`config.mk`:
```
export PLATFORM = sky130hd
export DESIGN_NAME = game_state_ctrl
export DESIGN_NICKNAME = d
export VERILOG_FILES = /design/src/rtl/game_pkg.sv /design/src/rtl/btn_debounce.sv /design/src/rtl/game_state_ctrl.sv
export SDC_FILE = /design/constraint.sdc
export NUM_CORES = 1
export LEC_CHECK = 0
export CORE_MARGIN = 5
export CORE_UTILIZATION = 40
export CTS_BUF_LIST = sky130_fd_sc_hd__clkbuf_8
export CTS_CLUSTER_DIAMETER = 50
export DETAILED_ROUTE_END_ITERATION = 10
export HOLD_SLACK_MARGIN = 0.1
export SLEW_MARGIN = 20
export SYNTH_ARGS = -nofsm -noshare
export SYNTH_HDL_FRONTEND = slang
export SYNTH_SLANG_ARGS = --single-unit
```
`constraint.sdc`:
```
create_clock -name clk -period 6.75 [get_ports clk]
set_input_delay 1.35 -clock clk [delete_from_list [all_inputs] [get_ports clk]]
set_output_delay 1.35 -clock clk [all_outputs]
set_load 0.01 [all_outputs]
```
`src/rtl/game_pkg.sv`:
```
// Shared game-flow definitions used by the controller, music player,
// renderer and scorer.
package game_pkg;

  localparam int unsigned GAME_STATE_W = 4;

  typedef enum logic [GAME_STATE_W-1:0] {
    ST_BEGINNING = 4'd0,
    ST_INGAME    = 4'd1,
    ST_HALT      = 4'd2,
    ST_ENDING    = 4'd3
  } game_state_t;

endpackage

```
`src/rtl/btn_debounce.sv`:
```
// Push-button conditioner: 2-FF synchronizer, stable-level debouncer and
// a registered one-cycle pulse on each accepted press (releases are silent).
module btn_debounce #(
  parameter int unsigned DEBOUNCE_CYCLES = 1_000_000
) (
  input  logic clk,
  input  logic rst,
  input  logic btn_raw,
  output logic level,
  output logic press
);

  localparam int unsigned CNT_W = (DEBOUNCE_CYCLES > 1) ? $clog2(DEBOUNCE_CYCLES) : 1;

  logic             sync1;
  logic             sync2;
  logic             level_d;
  logic [CNT_W-1:0] cnt;

  // Bring the raw button into the clock domain.
  always_ff @(posedge clk or posedge rst) begin
    if (rst) begin
      sync1 <= 1'b0;
      sync2 <= 1'b0;
    end else begin
      sync1 <= btn_raw;
      sync2 <= sync1;
    end
  end

  // Flip the stable level once the sample has disagreed for DEBOUNCE_CYCLES edges.
  always_ff @(posedge clk or posedge rst) begin
    if (rst) begin
      level <= 1'b0;
      cnt   <= '0;
    end else if (sync2 != level) begin
      if (cnt == CNT_W'(DEBOUNCE_CYCLES - 1)) begin
        level <= ~level;
        cnt   <= '0;
      end else begin
        cnt <= cnt + 1'b1;
      end
    end else begin
      cnt <= '0;
    end
  end

  // One-cycle pulse on a rising edge of the stable level.
  always_ff @(posedge clk or posedge rst) begin
    if (rst) begin
      level_d <= 1'b0;
      press   <= 1'b0;
    end else begin
      level_d <= level;
      press   <= level & ~level_d;
    end
  end

endmodule

```
`src/rtl/game_state_ctrl.sv`:
```
// Game flow controller: debounced start/pause buttons and song_done drive
// the BEGINNING/INGAME/HALT/ENDING state, plus a pausable ms play clock.
module game_state_ctrl
  import game_pkg::*;
#(
  parameter int unsigned CLK_HZ          = 100_000_000,
  parameter int unsigned MS_CYCLES       = CLK_HZ / 1000,
  parameter int unsigned DEBOUNCE_CYCLES = 1_000_000,
  parameter int unsigned END_HOLD_MS     = 5000
) (
  input  logic                    clk,
  input  logic                    rst,
  input  logic                    btn_start,
  input  logic                    btn_pause,
  input  logic                    song_done,
  output logic [GAME_STATE_W-1:0] game_state,
  output logic                    state_entry,
  output logic [31:0]             play_ms
);

  localparam int unsigned PRE_W = (MS_CYCLES > 1) ? $clog2(MS_CYCLES) : 1;
  localparam int unsigned END_W = $clog2(END_HOLD_MS + 1);

  game_state_t      state;
  game_state_t      state_next;
  logic             start_press;
  logic             pause_press;
  logic             start_level_unused;
  logic             pause_level_unused;
  logic [PRE_W-1:0] play_pre;
  logic [31:0]      play_cnt;
  logic [PRE_W-1:0] end_pre;
  logic [END_W-1:0] end_ms;

  btn_debounce #(.DEBOUNCE_CYCLES(DEBOUNCE_CYCLES)) u_start_db (
    .clk     (clk),
    .rst     (rst),
    .btn_raw (btn_start),
    .level   (start_level_unused),
    .press   (start_press)
  );

  btn_debounce #(.DEBOUNCE_CYCLES(DEBOUNCE_CYCLES)) u_pause_db (
    .clk     (clk),
    .rst     (rst),
    .btn_raw (btn_pause),
    .level   (pause_level_unused),
    .press   (pause_press)
  );

  // State register; state_entry marks the first cycle of every new state.
  always_ff @(posedge clk or posedge rst) begin
    if (rst) begin
      state       <= ST_BEGINNING;
      state_entry <= 1'b0;
    end else begin
      state       <= state_next;
      state_entry <= (state_next != state);
    end
  end

  // Next-state logic; song_done has priority over pause in INGAME.
  always_comb begin
    state_next = state;
    unique case (state)
      ST_BEGINNING: if (start_press) state_next = ST_INGAME;
      ST_INGAME: begin
        if (song_done)        state_next = ST_ENDING;
        else if (pause_press) state_next = ST_HALT;
      end
      ST_HALT:      if (start_press || pause_press) state_next = ST_INGAME;
      ST_ENDING:    if (start_press || end_ms == END_W'(END_HOLD_MS)) state_next = ST_BEGINNING;
      default:      state_next = ST_BEGINNING;
    endcase
  end

  // Play clock: cleared in BEGINNING, runs in INGAME, holds its partial count otherwise.
  always_ff @(posedge clk or posedge rst) begin
    if (rst) begin
      play_pre <= '0;
      play_cnt <= '0;
    end else if (state == ST_BEGINNING) begin
      play_pre <= '0;
      play_cnt <= '0;
    end else if (state == ST_INGAME) begin
      if (play_pre == PRE_W'(MS_CYCLES - 1)) begin
        play_pre <= '0;
        if (play_cnt != '1) play_cnt <= play_cnt + 1'b1;
      end else begin
        play_pre <= play_pre + 1'b1;
      end
    end
  end

  // ENDING hold timer; held at zero outside ENDING so each entry starts fresh.
  always_ff @(posedge clk or posedge rst) begin
    if (rst) begin
      end_pre <= '0;
      end_ms  <= '0;
    end else if (state != ST_ENDING) begin
      end_pre <= '0;
      end_ms  <= '0;
    end else if (end_pre == PRE_W'(MS_CYCLES - 1)) begin
      end_pre <= '0;
      if (end_ms != END_W'(END_HOLD_MS)) end_ms <= end_ms + 1'b1;
    end else begin
      end_pre <= end_pre + 1'b1;
    end
  end

  assign game_state = state;
  assign play_ms    = play_cnt;

endmodule

```
# [Yosys cells after proc, flatten, opt, wreduce, memory -nomap -nowiden]
# Cells that the tools add are included.
[classes] addsub=6 eq_ne=14 mux=22 n_bitwise=6 n_reduce_logical=12
[op_table] op="$mux 32" n=4
[op_table] op="$mux 17" n=5
[op_table] op="$mux 20" n=4
[op_table] op="$add 20x1->20 const B" n=2
[op_table] op="$eq 20x20->1 const B" n=2
[op_table] op="$mux 13" n=3
[op_table] op="$add 17x1->17 const B" n=2
[op_table] op="$eq 17x17->1 const B" n=2
[op_table] op="$add 32x1->32 const B" n=1
[op_table] op="$ne 32x32->1 const B" n=1
[op_table] op="$mux 4" n=5
[op_table] op="$pmux 4 s4" n=1
[op_table] op="$add 13x1->13 const B" n=1
[op_table] op="$eq 13x13->1 const B" n=1
[op_table] op="$ne 13x13->1 const B" n=1
[op_table] op="$reduce_bool 2->1" n=5
[op_table] op="$eq 4x2->1 const B" n=2
[op_table] op="$reduce_and 2->1" n=3
[op_table] op="$eq 4x1->1 const B" n=1
[op_table] op="$logic_not 4->1" n=1
[op_table] op="$ne 4x2->1 const B" n=1
[op_table] op="$ne 4x4->1" n=1
[op_table] op="$not 1->1" n=4
[op_table] op="$reduce_and 3->1" n=1
[op_table] op="3 further kinds" n=6
[word_totals] register_bits=134 input_bits=5 out_inout_bits=37 word_cells=78

# [Depth between registers and ports, before layout]
# Gate-level depths: netlist (run 1).
[logic_depth] word_depth=5 ltp_mapped=8

# [Cells and area by module]
# Synthesis (run 1) repeated with hierarchy kept, for this count alone.
[hier_totals] hier_cells=721 hier_area_um2=6945.4
[modules_own_cells] module="game_state_ctrl" n_inst=1 cells_each=493 area_per_inst_um2=4608.2 seq_area_each_um2=2102.0
[modules_own_cells] module="btn_debounce" n_inst=2 cells_each=114 area_per_inst_um2=1168.6 seq_area_each_um2=625.6

# [Worst setup path before layout (run 1)]
# OpenSTA, ideal clock, no wires.
[synth_timing] path_type="reg-to-reg" start="register end_pre[0]" end="register end_ms[10]" setup_ns=0.076 t_arrival_ns=2.131 required_ns=6.674 path_slack_ns=4.543 path_stages_with_launch=8 path_buffers=1 path_cell_list="dfrtp_1 -> ha_1 -> and4_1 -> nand2_1 -> or4_1 -> clkbuf_1 -> or4b_1 -> o21ai_1"
[synth_via] elab_chain_len=3
[synth_rtl] item="start: declaration" line="game_state_ctrl.sv:32" source="logic [PRE_W-1:0] end_pre;"
[synth_rtl] item="start signal: assignment" line="game_state_ctrl.sv:107" source="end_pre <= end_pre + 1'b1;"
[synth_rtl] item="$eq 17x17->1" line="game_state_ctrl.sv:103" source="end else if (end_pre == PRE_W'(MS_CYCLES - 1)) begin"
[synth_rtl] item="$reduce_bool 2->1 (no line)"
[synth_rtl] item="$reduce_and 2->1 (no line)"
[synth_rtl] item="end signal: assignment" line="game_state_ctrl.sv:105" source="if (end_ms != END_W'(END_HOLD_MS)) end_ms <= end_ms + 1'b1;"
[synth_rtl] item="end: declaration" line="game_state_ctrl.sv:33" source="logic [END_W-1:0] end_ms;"
# Every way passes these cells.
# A chain may end at the register's enable or synchronous reset.

# [Worst setup path after layout (run 1)]
[layout_timing] start="register state[1], in the netlist game_state[1]" end="output game_state[1]"
[layout_rtl] item="start: declaration" line="game_state_ctrl.sv:24" source="game_state_t state;"
[layout_rtl] item="start signal: assignment" line="game_state_ctrl.sv:57" source="state <= state_next;"
[layout_rtl] item="end: declaration" line="game_state_ctrl.sv:16" source="output logic [GAME_STATE_W-1:0] game_state,"
# No word-level cell between the ends.

==> results.yml, run 1 <==
synth:
  synth.area.mux_share_pct: 0.774
  ys_ff_latch: 134
  synth_top_family_by_area: "simple AND/OR/NAND/NOR gates"
  yosys_warnings: 0
  synth_fa_ha_area_share_pct: 1.29
  seq_area_frac_synth_pct: 49.4
  syn_avg_cell_area_sq_um: 9.62
  synthCells: 706
  yosysUniqueCellTypes: 53
  netlist_area_sq_um: 6790
  synth-simple-area-share_pct: 28.4
  synth_ff_type: "dfrtp_1"
  synth_async_sr_flop_share_pct: 100
  synthXorXnorAreaFrac_pct: 9.03
  synth_edf_count: 0
  synth_compound_area_share_pct: 8.44
place:
  io_buffers: 41
  place_congestion: 0.831
  post-dp-hpwl_um: 9500
  dp_worst_setup_slack_ns: 3.44
  placed_cells: 946
routing:
  dr.pass1.iters: 4
  drt_first_iter_violations: 261
  drt-total-wl_um: 14000
  viasPerCell: 5.47
  drcViolationCount: 0
  vias: 5347
  wl_per_cell_um: 14.3
  antenna_left: 0
critical_path:
  critical-path-top-delay-family: "buffers and inverters"
  worstPathCellList: "clkdlybuf4s50_1"
  worst-path-buf-inv: 1
  ff2ff_setup_slack_ns: 4.17
  end_kind: "output pin"
  worst_path_largest_cell_delay_ns: 0.65
  startpoint_type: "flip-flop"
  critPathMaxFanout: 9
  setup.worst_path.class: "flip-flop to output pin"
  cp.arrival_ns: 1.65
  worstPathRequired_ns: 5.40
  cp_slowest_cell: "clkdlybuf4s50_1"
cts:
  cts_tree: "done"
  cts_resized: 0
  ctsHtreeMaxLevel: 4
  root_buffer: "clkbuf_8"
  cts_buffers: 17
  cts_setup_buffers: 0
  cts_sinks: 134
  clock_latency_ns: 0.44
  path_clk_slew_ns: 0.08
  clock_path_buffers: 2
  cts_hold_buf: 0
global_route:
  antenna_found_initial: 0
  grt_pass1_wl_um: 24600
  overflow: 0
  grt_util_all_layers_pct: 14.8
  grt_pass1_vias: 5203
  grt_start_max_net_pins: 86
finish:
  final_cells: 978
  final_cell_mix: "dfrtp_1, nor2_1, nand2_1, clkdlybuf4s50_1, nand3_1"
  area_delta_synth_final_pct: 15.5
  nets: 757
  insertedDiodeCount: 0
  drive_above_1_share_pct: 6.33
  final_common_cell: "dfrtp_1"
die:
  fp-row-count: 47
  die-area_sq_um: 19700
  die_w_um: 140
  boundaryPins: 42
  core_sq_um: 16600
  initial_utilization_pct: 40.8
  die_h_um: 140
sta:
  post-route-period-util_pct: 44.4
  rsz0062_at_grt: "false"
  worst_pin_slew_ns: 1.02
  slew_headroom_pct: 31.8
  tns_ns: 0
  final_hold_viol_count: 0
  setup_viol_count_final: 0
  setup_slack_ns: 3.75
  max_freq_mhz: 334
  min_period_ns: 3.00
  drv_slew: 0
  fin_skew_ns: 0.00867
power_and_ir_drop:
  power_density_nw_per_um2: 206
  p_leak_nw: 3.06
  ir_worst_vdd_v: 0.000111
run:
  max_cap_violations: 0
min_path:
  min_path_type: "flip-flop to flip-flop"
outcome:
  outcome: "complete, no violations"
-- layout make-up --
| class | count | area (sq um) |
|---|---|---|
| clock buffers | 17 | 234 |
| clock inverters | 15 | 205 |
| fillers | 1570 | 8800 |
| inverters | 16 | 65.1 |
| multi-input cells | 531 | 3270 |
| flip-flops and latches | 134 | 3350 |
| well taps | 220 | 275 |
| repair buffers | 45 | 440 |
-- metal layers --
metal,global-route usage (%),up-vias,wire [um]
li1,-,2623,-
met1,19.5,2620,6680
met2,23.8,87,6580
met3,3.95,17,553
met4,5.10,0,191
met5,0,-,0
-- synthesized netlist by cell type (4+ instances only) --
library cell / count / area, sq um
o21ai_1: 8 / 40.0
nor2b_1: 4 / 25.0
clkbuf_1: 18 / 67.6
o21ai_0: 6 / 30.0
dfrtp_1: 134 / 3350
nor3_1: 19 / 95.1
and2_1: 6 / 37.5
xnor2_1: 36 / 315
and3_1: 19 / 119
nand4_1: 24 / 150
xor2_1: 34 / 298
a21oi_1: 35 / 175
inv_1: 16 / 60.1
nor4_1: 15 / 93.8
and4_1: 13 / 114
or3_1: 11 / 68.8
nand2_1: 60 / 225
or4_1: 29 / 218
o211ai_1: 4 / 30.0
nand3_1: 37 / 185
o31ai_1: 24 / 180
ha_1: 7 / 87.6
buf_2: 4 / 20.0
nor2_1: 98 / 368
-- report_power, final --
part / switching, mW / internal [mW] / total, mW
Combinational: 0.0439 / 0.0208 / 0.0647
Clock: 0.326 / 0.405 / 0.731
Sequential: 0.0114 / 0.811 / 0.822
Total: 0.381 / 1.24 / 1.62
-- state kept, by name, indices dropped and copies added, names as in the netlist --
signal              flops
u_pause_db.level_d      1
end_ms                 13
state_entry             1
game_state              4
end_pre                17
u_start_db.level_d      1
u_start_db.level        1
u_start_db.cnt         20
u_pause_db.sync1        1
u_start_db.press        1
u_pause_db.level        1
u_pause_db.sync2        1
play_ms                32
u_start_db.sync1        1
u_start_db.sync2        1
u_pause_db.press        1
play_pre               17
u_pause_db.cnt         20
-- logic make-up (layout without fill, tap and decap cells) --
family,after synthesis,in the layout
compound gates,89,89
other cells,1,2
xor+xnor,70,70
flops,134,134
mux,5,5
simple gates,358,358
buf+inv,42,93
fa+ha+maj,7,7
-- final timing paths --
path / start / end / depth (start not counted)
max in group asynchronous: rst / u_pause_db.cnt[11] / 3
hold / removal: u_start_db.sync1 / u_start_db.sync2 / 0
min in group asynchronous: rst / end_ms[7] / 2
setup reg to reg: game_state[1] / play_ms[11] / 5
setup / recovery: game_state[1] / game_state[1] / 1
hold reg to reg: u_start_db.sync1 / u_start_db.sync2 / 0
-- metrics by stage --
| stage | area, sq um | util (%) | hold slack, ns | total power [mW] |
|---|---|---|---|---|
| floorplan | 6790 | - | 0.331 | 0.878 |
| global placement | 7400 | 44.5 | 0.337 | 0.903 |
| detailed placement | 7400 | 44.5 | 0.344 | 0.905 |
| CTS | 7840 | 47.1 | 0.367 | 1.64 |
| global route | 7840 | 47.1 | 0.383 | 1.69 |
| finish | 7840 | 47.1 | 0.362 | 1.62 |
(Power assumes the default switching activity.)
==> run 2, diff against run 1 <==
==> constraint.sdc (replaced) <==
create_clock -name clk -period 2.9 [get_ports clk]
set_input_delay 0.58 -clock clk [delete_from_list [all_inputs] [get_ports clk]]
set_output_delay 0.58 -clock clk [all_outputs]
set_load 0.01 [all_outputs]
==> run 2 against run 1 <==
Compared with the run above:
- utilization did not move
- first-iteration DRC count rose by 32%
- design area did not move
- flip-flop and latch count did not move
- die area did not move
- sequential power rose by 130%
- non-clock buffer count rose by 4
- via count rose by 0.60%
- clock-buffer cell count did not move
- combinational power rose by 150%
==> results.yml, run 2 (same netlist as run 1, synthesis figures left out) <==
critical_path:
  cp.arrival_ns: 2.85
  critPathMaxFanout: 62
  end_kind: "flip-flop"
  worst_path_largest_cell_delay_ns: 0.57
  worstPathCellList: "or4_4 > nor3_4 > a31oi_4 > buf_4 > or4_1 > a21oi_1"
  worst-path-buf-inv: 1
  worstPathRequired_ns: 3.26
  cp_slowest_cell: "or4_4"
  startpoint_type: "flip-flop"
  setup.worst_path.class: "flip-flop to flip-flop"
  critical-path-top-delay-family: "simple AND/OR/NAND/NOR gates"
power_and_ir_drop:
  total_power_mw: 3.64
  power.share.clock_pct: 43.0
  pwr-share-seq_pct: 52.6
  combPwrFrac_pct: 4.4
  p_leak_nw: 3.07
  p_switching_mw: 0.857
  p_int_mw: 2.78
  ir_worst_vdd_v: 0.000461
  power_density_nw_per_um2: 464
  p_sw_share_pct: 23.6
global_route:
  use_met3_pct: 4.43
  grtUsageMet1_pct: 20.4
  use_met2_pct: 22.7
  grt_pass1_vias: 5053
  overflow: 0
  grt_pass1_wl_um: 24300
  grt_util_all_layers_pct: 14.8
  top_usage_layer: "met2"
  grt_start_max_net_pins: 135
  antenna_found_initial: 0
routing:
  viasPerCell: 5.48
  antenna_left: 0
  vias: 5379
  drt_first_iter_violations: 344
  dr.pass1.iters: 5
  drcViolationCount: 0
  wl_per_cell_um: 14.6
  drt-total-wl_um: 14300
sta:
  min_period_ns: 2.49
  setup_viol_count_final: 0
  worst_pin_slew_ns: 0.759
  fin_skew_ns: 0.0128
  final_hold_viol_count: 0
  tns_ns: 0
  drv_slew: 0
  post-route-period-util_pct: 86.0
  slew_headroom_pct: 49.0
  rsz0062_at_grt: "false"
  whs_ns: 0.348
  max_freq_mhz: 401
place:
  post-dp-hpwl_um: 9790
  place_congestion: 0.856
  io_buffers: 41
cts:
  ctsHtreeMaxLevel: 4
  root_buffer: "clkbuf_8"
  cts_setup_buffers: 0
  clock_latency_ns: 0.43
  cts_resized: 0
  cts_hold_buf: 0
  path_clk_slew_ns: 0.08
  cts_sinks: 134
  cts_tree: "done"
  clock_path_buffers: 2
  cts_buffers: 17
die:
  core_sq_um: 16600
  fp-row-count: 47
  die_h_um: 140
  die-area_sq_um: 19700
  die_w_um: 140
  boundaryPins: 42
  initial_utilization_pct: 40.8
finish:
  final_cell_mix: "dfrtp_1, nor2_1, nand2_1, clkdlybuf4s50_1, nand3_1"
  drive_above_1_share_pct: 6.82
  ff_latch_area_sq_um: 3350
  largest_register_ffs: 32
  final_common_cell: "dfrtp_1"
  multi_input_area_sq_um: 3270
  area_delta_synth_final_pct: 15.5
  fill_cells: 1558
  nets: 761
  insertedDiodeCount: 0
run:
  max_cap_violations: 0
outcome:
  outcome: "complete, no violations"
min_path:
  min_path_type: "flip-flop to flip-flop"
## run 2: cell types whose count changed in the layout (fill, tap and decap cells not counted)
cell,change
inv_6,-3
buf_4,+3
buf_12,+1
clkinvlp_4,+2
bufinv_16,-1
clkinv_2,+5
clkinv_4,-3
## run 2: path summary, 6_finish.rpt
path                                  startpoint               end  slack (ns)  cells past startpoint
worst min-delay path            u_pause_db.sync1  u_pause_db.sync2        0.35                      0
worst max-delay path                play_pre[11]        play_ms[5]        0.41                      6
min in group asynchronous                    rst       state_entry        0.73                      3
worst max register to register      play_pre[11]        play_ms[5]        0.41                      6
max in group asynchronous                    rst        play_ms[6]        1.67                      3
worst min register to register  u_pause_db.sync1  u_pause_db.sync2        0.35                      0
## run 2: layout make-up
type | count | share of cell area (%)
Sequential cell | 134 | 42.8
Multi-Input combinational cell | 531 | 41.7
Timing Repair Buffer | 49 | 6.16
Tap cell | 220 | 3.51
Clock buffer | 17 | 2.98
Clock inverter | 15 | 2.09
Inverter | 16 | 0.814
## run 2: metrics by stage
step | instance area (sq um) | cells | setup WS [ns] | util (%)
5_1_grt | 7840 | 982 | 0.271 | 47.1
4_1_cts | 7840 | 982 | 0.420 | 47.1
3_5_place_dp | 7440 | 950 | 0.424 | 44.7
2_1_floorplan | 6800 | 707 | 0.655 | -
6_report | 7840 | 982 | 0.407 | 47.1
3_3_place_gp | 7440 | 950 | 0.498 | 44.7
## run 2: power by group through the flow
stage,sequential [mW],clock (mW),combinational (mW)
after floorplan,1.95,0,0.0955
after global placement,1.95,0,0.161
after detailed placement,1.95,0,0.164
after CTS,1.91,1.61,0.165
after global routing,1.92,1.70,0.181
final,1.91,1.56,0.160
## run 2: routing by layer
metal	vias to the layer above	wire, um
met1	2628	6880
li1	2629	-
met4	0	121
met2	114	6610
met5	-	0
met3	8	717
==> run 3, diff against run 2 <==
==> constraint.sdc (replaced) <==
create_clock -name clk -period 2.8 [get_ports clk]
set_input_delay 0.56 -clock clk [delete_from_list [all_inputs] [get_ports clk]]
set_output_delay 0.56 -clock clk [all_outputs]
set_load 0.01 [all_outputs]
==> run 3 against run 2 <==
Compared with the run above:
- hold slack gained 0.0010 ns
- worst setup slack lost 0.15 ns
- clock power is 18% higher
- total power rose by 9.8%
- critical path depth did not move
- first-iteration DRC count down 28%
- clock-buffer cell count grew 3
- maximum frequency down 1.8%
- utilization grew 0.68 points
==> results.yml, run 3 (same netlist as run 1, synthesis figures left out) <==
cts:
  clock_latency_ns: 0.44
  cts_resized: 0
  root_buffer: "clkbuf_8"
  cts_tree: "done"
  cts_setup_buffers: 0
  clock_path_buffers: 2
  cts_buffers: 17
  ctsHtreeMaxLevel: 4
  path_clk_slew_ns: 0.08
  cts_hold_buf: 0
  cts_sinks: 134
die:
  boundaryPins: 42
  die_h_um: 140
  initial_utilization_pct: 40.8
  fp-row-count: 47
  die-area_sq_um: 19700
  core_sq_um: 16600
  die_w_um: 140
finish:
  area_delta_synth_final_pct: 17.2
  insertedDiodeCount: 0
  nets: 765
  largest_register_ffs: 32
  final_cell_mix: "dfrtp_1, nor2_1, nand2_1, clkdlybuf4s50_1, nand3_1"
  drive_above_1_share_pct: 7.06
  final_common_cell: "dfrtp_1"
min_path:
  min_path_type: "flip-flop to flip-flop"
critical_path:
  worstPathRequired_ns: 3.16
  end_kind: "flip-flop"
  startpoint_type: "flip-flop"
  critPathMaxFanout: 62
  worst_path_largest_cell_delay_ns: 0.57
  worst-path-buf-inv: 1
  setup.worst_path.class: "flip-flop to flip-flop"
  worstPathCellList: "or4_4 > nor3_4 > a31oi_4 > buf_4 > or4_1 > a21oi_1"
  cp_slowest_cell: "or4_4"
  cp.arrival_ns: 2.90
  critical-path-top-delay-family: "simple AND/OR/NAND/NOR gates"
routing:
  wl_per_cell_um: 14.8
  vias: 5416
  drcViolationCount: 0
  drt_first_iter_violations: 249
  drt-total-wl_um: 14600
  dr.pass1.iters: 5
  antenna_left: 0
  viasPerCell: 5.50
global_route:
  grt_pass1_wl_um: 24900
  overflow: 0
  grt_pass1_vias: 5267
  grt_util_all_layers_pct: 15.2
  antenna_found_initial: 0
  grt_start_max_net_pins: 63
sta:
  worst_pin_slew_ns: 0.752
  slew_headroom_pct: 49.4
  min_period_ns: 2.54
  max_freq_mhz: 394
  final_hold_viol_count: 0
  setup_slack_ns: 0.260
  setup_viol_count_final: 0
  fin_skew_ns: 0.0123
  drv_slew: 0
  rsz0062_at_grt: "false"
  post-route-period-util_pct: 90.7
  tns_ns: 0
place:
  post-dp-hpwl_um: 10100
  io_buffers: 41
  place_congestion: 0.857
  dp_worst_setup_slack_ns: 0.277
power_and_ir_drop:
  ir_worst_vdd_v: 0.000364
  p_leak_nw: 3.13
  power_density_nw_per_um2: 502
run:
  max_cap_violations: 0
outcome:
  outcome: "complete, no violations"
-- run 3: final timing paths --
check | cells after the start | to | start | slack (ns)
min in group asynchronous | 2 | u_start_db.cnt[17] | rst | 0.52
min reg2reg | 0 | u_pause_db.sync2 | u_pause_db.sync1 | 0.35
max reg2reg | 6 | play_ms[5] | play_pre[11] | 0.26
max | 6 | play_ms[5] | play_pre[11] | 0.26
min | 0 | u_pause_db.sync2 | u_pause_db.sync1 | 0.35
max in group asynchronous | 3 | play_ms[21] | rst | 1.67
-- run 3: per-stage QoR --
stage               hold WS, ns  util, %  area [sq um]  power [mW]  cells
floorplan                 0.331        -          6800        2.12    707
global placement          0.332     45.1          7500        2.19    954
detailed placement        0.335     45.1          7500        2.20    954
CTS                       0.350     47.8          7950        4.05    985
global route              0.372     47.8          7950        4.16    985
finish                    0.349     47.8          7950        3.99    985
-- run 3: metal layers --
layer	up-vias	track usage [%]	part of all wire, %
met1	2664	20.5	48
met4	0	4.90	0.94
met5	-	0	0
met3	15	4.46	4.4
met2	100	23.5	47
li1	2637	-	-
-- run 3: power breakdown --
part           total [mW]  switching [mW]  internal, mW
Sequential           1.98          0.0273          1.96
Clock                1.84           0.723          1.12
Combinational       0.171           0.111        0.0605
-- run 3: layout make-up --
type                    instances  area, sq um
flip-flops and latches        134         3350
inverters                      16         63.8
well taps                     220          275
repair buffers                 53          538
clock buffers                  20          275
clock inverters                11          180
fillers                      1537         8690
multi-input cells             531         3270
-- run 3: worst reg2reg max path, cell delays in order (launching register included) --
cell and delay [ns]:
dfrtp_1 0.45, or4_4 0.57, nor3_4 0.26, a31oi_4 0.10, buf_4 0.32, or4_1 0.58
a21oi_1 0.18
